==> src/rtl/ft8_encoder_scheduler_pkg.sv <==
// Shared types and widths for the FT8 encoder scheduler.
package ft8_pkg;
  localparam int MSG_BITS    = 72;
  localparam int PACKED_BITS = 87;
  localparam int NUM_SRC     = 2;

  typedef enum logic [2:0] {
    IDLE,
    SEND,
    GAP,
    TRIGGER,
    WAIT,
    DONE
  } state_t;
endpackage

==> src/rtl/ft8_encoder_scheduler_arbiter.sv <==
// Two-way round-robin arbiter; ties go to the source not served last.
module ft8_rr_arbiter
  import ft8_pkg::*;
(
  input  logic               clk,
  input  logic               rst,
  input  logic               en,
  input  logic [NUM_SRC-1:0] req,
  output logic [NUM_SRC-1:0] grant
);

  // 1 means source 1 was served last, so source 0 wins the next tie
  logic last_src;

  always_comb begin
    grant = '0;
    if (en) begin
      if (req == 2'b11) grant = last_src ? 2'b01 : 2'b10;
      else              grant = req;
    end
  end

  always_ff @(posedge clk) begin
    if (rst)               last_src <= 1'b1;
    else if (grant != '0)  last_src <= grant[1];
  end

endmodule

==> src/rtl/ft8_encoder_scheduler.sv <==
// Arbitrates two message sources onto the packed-message encoder, streams
// the 9 message bytes plus a packing strobe, and returns the tagged result.
//
// state   | meaning
// IDLE    | waiting for tx_enable and a request; grant pulses here
// SEND    | strobe the next message byte when enc_ready
// GAP     | valid held low until enc_ready; encoder re-arms on low valid
// TRIGGER | strobe 0x00 to start packing
// WAIT    | waiting for enc_packed_valid, bounded by the result timer
// DONE    | result_valid pulse
module ft8_encoder_scheduler
  import ft8_pkg::*;
#(
  parameter int NUM_BYTES      = 9,
  parameter int RESULT_TIMEOUT = 16,
  parameter int READY_TIMEOUT  = 16
) (
  input  logic                   clk,
  input  logic                   rst,
  input  logic                   tx_enable,
  input  logic [NUM_SRC-1:0]     req,
  input  logic [MSG_BITS-1:0]    msg0,
  input  logic [MSG_BITS-1:0]    msg1,
  output logic [NUM_SRC-1:0]     grant,
  output logic [7:0]             enc_ascii,
  output logic                   enc_data_valid,
  input  logic                   enc_ready,
  input  logic [PACKED_BITS-1:0] enc_packed_msg,
  input  logic                   enc_packed_valid,
  output logic [PACKED_BITS-1:0] result_msg,
  output logic                   result_src,
  output logic                   result_valid,
  output logic                   error,
  output logic                   busy
);

  localparam int TMR_MAX = (RESULT_TIMEOUT > READY_TIMEOUT) ? RESULT_TIMEOUT : READY_TIMEOUT;
  localparam int TMR_W   = $clog2(TMR_MAX + 1);
  localparam int CNT_W   = $clog2(NUM_BYTES + 1);

  state_t              state, state_nxt;
  logic [MSG_BITS-1:0] shreg;
  logic [CNT_W-1:0]    byte_cnt;
  logic [TMR_W-1:0]    tmr;
  logic                src_q;
  logic                shift_en;
  logic                capture;

  ft8_rr_arbiter u_arb (
    .clk   (clk),
    .rst   (rst),
    .en    ((state == IDLE) && tx_enable),
    .req   (req),
    .grant (grant)
  );

  always_comb begin
    state_nxt      = state;
    enc_ascii      = 8'h00;
    enc_data_valid = 1'b0;
    result_valid   = 1'b0;
    error          = 1'b0;
    shift_en       = 1'b0;
    capture        = 1'b0;
    case (state)
      IDLE: if (grant != '0) state_nxt = SEND;
      SEND: begin
        if (enc_ready) begin
          enc_data_valid = 1'b1;
          enc_ascii      = shreg[MSG_BITS-1 -: 8];
          shift_en       = 1'b1;
          state_nxt      = GAP;
        end else if (tmr == '0) begin
          error     = 1'b1;
          state_nxt = IDLE;
        end
      end
      GAP: begin
        if (enc_ready) begin
          state_nxt = (byte_cnt < CNT_W'(NUM_BYTES)) ? SEND : TRIGGER;
        end else if (tmr == '0) begin
          error     = 1'b1;
          state_nxt = IDLE;
        end
      end
      TRIGGER: begin
        if (enc_ready) begin
          enc_data_valid = 1'b1;
          state_nxt      = WAIT;
        end else if (tmr == '0) begin
          error     = 1'b1;
          state_nxt = IDLE;
        end
      end
      WAIT: begin
        if (enc_packed_valid) begin
          capture   = 1'b1;
          state_nxt = DONE;
        end else if (tmr == '0) begin
          error     = 1'b1;
          state_nxt = IDLE;
        end
      end
      DONE: begin
        result_valid = 1'b1;
        state_nxt    = IDLE;
      end
      default: state_nxt = IDLE;
    endcase
  end

  assign busy = (state != IDLE);

  always_ff @(posedge clk) begin
    if (rst) begin
      state      <= IDLE;
      shreg      <= '0;
      byte_cnt   <= '0;
      tmr        <= '0;
      src_q      <= 1'b0;
      result_msg <= '0;
      result_src <= 1'b0;
    end else begin
      state <= state_nxt;
      // every state entry restarts the down-counter; terminal count is zero
      if (state_nxt != state)
        tmr <= (state_nxt == WAIT) ? TMR_W'(RESULT_TIMEOUT) : TMR_W'(READY_TIMEOUT);
      else if (tmr != '0)
        tmr <= tmr - 1'b1;
      if (grant != '0) begin
        shreg    <= grant[1] ? msg1 : msg0;
        byte_cnt <= '0;
        src_q    <= grant[1];
      end else if (shift_en) begin
        shreg    <= shreg << 8;
        byte_cnt <= byte_cnt + 1'b1;
      end
      if (capture) begin
        result_msg <= enc_packed_msg;
        result_src <= src_q;
      end
    end
  end

endmodule

==> config.mk <==
export PLATFORM = sky130hd
export DESIGN_NAME = ft8_encoder_scheduler
export DESIGN_NICKNAME = d
export VERILOG_FILES = /design/src/rtl/ft8_encoder_scheduler_pkg.sv /design/src/rtl/ft8_encoder_scheduler_arbiter.sv /design/src/rtl/ft8_encoder_scheduler.sv
export SDC_FILE = /design/constraint.sdc
export NUM_CORES = 1
export LEC_CHECK = 0
export BUFFER_PORTS_ARGS = -buffer_cell sky130_fd_sc_hd__buf_2
export CAP_MARGIN = 30
export CORE_ASPECT_RATIO = 0.8
export CORE_MARGIN = 2
export CORE_UTILIZATION = 30
export DETAILED_ROUTE_END_ITERATION = 16
export PLACE_DENSITY = 0.6
export SYNTH_ARGS = -nofsm -noshare
export SYNTH_HDL_FRONTEND = slang
export SYNTH_SLANG_ARGS = --single-unit
==> constraint.sdc <==
create_clock -name clk -period 2.7 [get_ports clk]
set_clock_uncertainty 0.2 [all_clocks]
set_input_delay 0.27 -clock clk [delete_from_list [all_inputs] [get_ports clk]]
set_output_delay 0.27 -clock clk [all_outputs]
set_load 0.01 [all_outputs]
==> results.json <==
{
  "synth_top_family_by_area": "simple AND/OR/NAND/NOR gates",
  "cts_max_path_buffers": 2,
  "cts_root_buffer": "clkbuf_16",
  "grt_first_pass_wirelength_um": 45700,
  "ir_worst_vdd_mv": 0.410,
  "setup_violations": 0,
  "async_flop_share": 0,
  "cp_cell_sequence": "dlygate4sd3_1, buf_2, and4bb_4, buf_12, nor2b_1, a211oi_1, a311oi_2, dlygate4sd3_1",
  "period_share": 0.964,
  "tightest_slew_ns": 0.716,
  "dp_hpwl_um": 18300,
  "synthCells": 972,
  "fmax_ghz": 0.384,
  "muxShareOfSynthArea": 0.00144,
  "critPathBufInv": 4,
  "dp.cells": 1592,
  "drtPass1Iterations": 4,
  "num_vias": 8931,
  "cts_buffers": 17,
  "drt_iter0_markers": 466,
  "fin_nets": 1741,
  "grt_remaining_overflow": 0,
  "synth_ff_type": "dfxtp_1",
  "die_area_um2": 27400,
  "arrival_ns": 2.72,
  "start_kind": "input port",
  "synth_xor_area_frac": 0.00671,
  "synth_compound_area_frac": 0.227,
  "ys_warn_count": 0,
  "synth_cell_type_count": 43,
  "timing.final.crit_period_ns": 2.60,
  "cp_slowest_cell": "dlygate4sd3_1",
  "wl_per_cell_um": 16.2,
  "dp_slack_ns": 0.498,
  "clock_power_share": 0.360,
  "clock_sinks": 174,
  "io_pins": 340,
  "synth-seq-cells": 174,
  "clk_latency_ns": 0.43,
  "place.gp.congestion": 0.792,
  "ys_seq_area_frac": 0.445,
  "netSwitchingFraction": 0.292,
  "synthAdderAreaFrac": 0.00639,
  "slowest_delay_ns": 0.58,
  "cts-htree-levels": 4,
  "synth_area_um2": 7830,
  "start_util": 0.307,
  "status": "finished clean",
  "p_leak_nw": 5.50,
  "drive_above_1_share": 0.276,
  "cts_tree": "yes",
  "path_clk_slew_ns": 0.08,
  "max-slew-margin-rel": 0.523,
  "syn_nets": 1214,
  "slew_viol_final": 0,
  "wl_um": 30300,
  "viasPerCell": 4.79,
  "power_frac_comb": 0.228,
  "grt_max_degree": 80,
  "p_int_mw": 4.97,
  "powerDensity_nw_per_um2": 546,
  "core-area_um2": 25500,
  "worst_path_most_repeated_cell": "dlygate4sd3_1",
  "rows": 52,
  "cp-end-kind": "register",
  "timing.final.ws_setup_ns": 0.0971,
  "worstPathRequired_ns": 2.82,
  "port_buffers": 339,
  "die_w_um": 185,
  "antenna_found_initial": 2,
  "fillers": 2342,
  "crit_family": "buffers and inverters",
  "drv_cap": 0,
  "synth_simple_gate_area_frac": 0.248,
  "switchingPower_mw": 2.05,
  "ant_nets": 0,
  "drc": 0,
  "globalRouteTotalUtil": 0.212,
  "synth_edf_count": 0,
  "grt_pass1_vias": 8912,
  "dieHeight_um": 149,
  "instances_no_fill": 1864,
  "syn2layout_area_growth_pct": 64.0,
  "avgSynthCellArea_um2": 8.06,
  "pwr-share-seq": 0.412,
  "worst-path-max-fanout": 24,
  "hold_path_class": "in -> reg",
  "path_class": "in -> reg",
  "hold_viol_final": 0
}
==> cells in the mapped netlist (2+ instances only) <==
| master | number | area [um2] |
|---|---|---|
| inv_1 | 6 | 22.5 |
| nor4_1 | 4 | 25.0 |
| a311oi_2 | 10 | 150 |
| nor2_1 | 8 | 30.0 |
| xor2_1 | 2 | 17.5 |
| buf_2 | 32 | 160 |
| buf_4 | 3 | 22.5 |
| o31a_1 | 2 | 17.5 |
| and2_1 | 9 | 56.3 |
| dfxtp_1 | 174 | 3480 |
| nand3_1 | 4 | 20.0 |
| nand2_1 | 327 | 1230 |
| nor2b_1 | 68 | 425 |
| a311oi_1 | 62 | 543 |
| xnor2_1 | 4 | 35.0 |
| ha_1 | 4 | 50.1 |
| buf_6 | 13 | 146 |
| a21oi_1 | 102 | 510 |
| nand2b_1 | 4 | 25.0 |
| clkbuf_1 | 40 | 150 |
| nor3_1 | 6 | 30.0 |
| a31oi_1 | 2 | 12.5 |
| o21ai_0 | 2 | 10.0 |
| a211oi_1 | 65 | 488 |
==> worst reg2reg max path, delay by kind of cell (launching register included) <==
kind | cells | cell delay [ns]
simple gates | 3 | 0.70
compound gates | 1 | 0.28
flops | 1 | 0.42
buf+inv | 3 | 0.95
==> per-stage QoR <==
step           utilization  power, mW  TNS (ns)  instance area [um2]  hold WS, ns
6_report             0.503       7.01         0                12800       0.0467
5_1_grt              0.503       7.39   -0.0448                12800       0.0800
4_1_cts              0.500       7.03         0                12800       0.0173
3_5_place_dp         0.385       4.18         0                 9820        0.244
3_3_place_gp         0.385       4.16         0                 9820        0.239
2_1_floorplan            -       3.76         0                 7830        0.206
==> per-layer routing <==
metal,vias to the layer above,global-route usage,part of all wire
met3,48,0.0490,0.068
met1,4127,0.252,0.42
li1,4424,-,-
met5,-,0,0.00060
met2,330,0.370,0.49
met4,2,0.0821,0.026
==> power groups by stage <==
stage / combinational [mW] / clock, mW / sequential, mW
after floorplan: 0.887 / 0 / 2.88
after global placement: 1.22 / 0 / 2.94
after detailed placement: 1.24 / 0 / 2.94
after CTS: 1.55 / 2.60 / 2.88
after global routing: 1.77 / 2.71 / 2.91
final: 1.60 / 2.53 / 2.89
==> path summary, 6_finish.rpt <==
kind	start	end	slack, ns	depth (start not counted)
max	enc_ready	shreg[65]$_SDFFE_PP0P_	0.1	8
min	enc_packed_valid	state[2]$_SDFF_PP0_	0.05	3
max reg2reg	state[2]$_SDFF_PP0_	shreg[65]$_SDFFE_PP0P_	0.1	7
min reg2reg	result_msg[20]$_SDFFE_PP0P_	result_msg[20]$_SDFFE_PP0P_	0.25	2
==> what timing repair did <==
| action | 4_1_cts | 5_1_grt |
|---|---|---|
| gates resized for setup | 0 | 6 |
| buffers inserted | 0 | 4 |
| endpoints found under the setup margin | 0 | 35 |
| hold endpoints to repair | 161 | 0 |
| hold buffers | 234 | 0 |
==> layout by cell type (no fill, tap or decap), types with 4 or more instances in the layout <==
cell type      Yosys  layout
a211oi_1          65      65
a21oi_1          102     102
a311oi_1          62      61
a311oi_2          10      11
and2_1             9       9
buf_12             0      12
buf_2             32     338
buf_4              3       9
clkbuf_16          0      18
dfxtp_1          174     172
dlygate4sd3_1      0     234
ha_1               4       4
inv_1              6       6
inv_6              0       8
nand2_1          327     327
nand2b_1           4       4
nor2_1             8       8
nor2b_1           68      68
nor3_1             6       6
nor4_1             4       4
xnor2_1            4       4
==> state kept, by name (all words and copies together) (netlist names) <==
name,cells
shreg,72
result_src,1
tmr,5
state,3
src_q,1
byte_cnt,4
result_msg,87
u_arb.last_src,1
==> cell families (layout without fill, tap and decap cells) <==
logic type / count (synthesis) / after routing
AND/OR/NAND/NOR: 440 / 440
other: 0 / 1
buffers and inverters: 96 / 636
XOR/XNOR: 6 / 6
flip-flops: 174 / 174
AO/OA/AOI/OAI: 251 / 251
multiplexers: 1 / 1
adder cells (fa/ha/maj): 4 / 4
==> area by class of cell <==
cell class              count  area, um2  share of cell area
multi-input cells         702       3870               0.302
well taps                 351        439              0.0342
inverters                   7       28.8             0.00224
clock buffers              19        453              0.0353
diodes                      1       2.50            0.000195
clock inverters            13        141              0.0110
repair buffers            597       4420               0.344
flip-flops and latches    174       3490               0.271
Power figures use the tool's default switching activity.
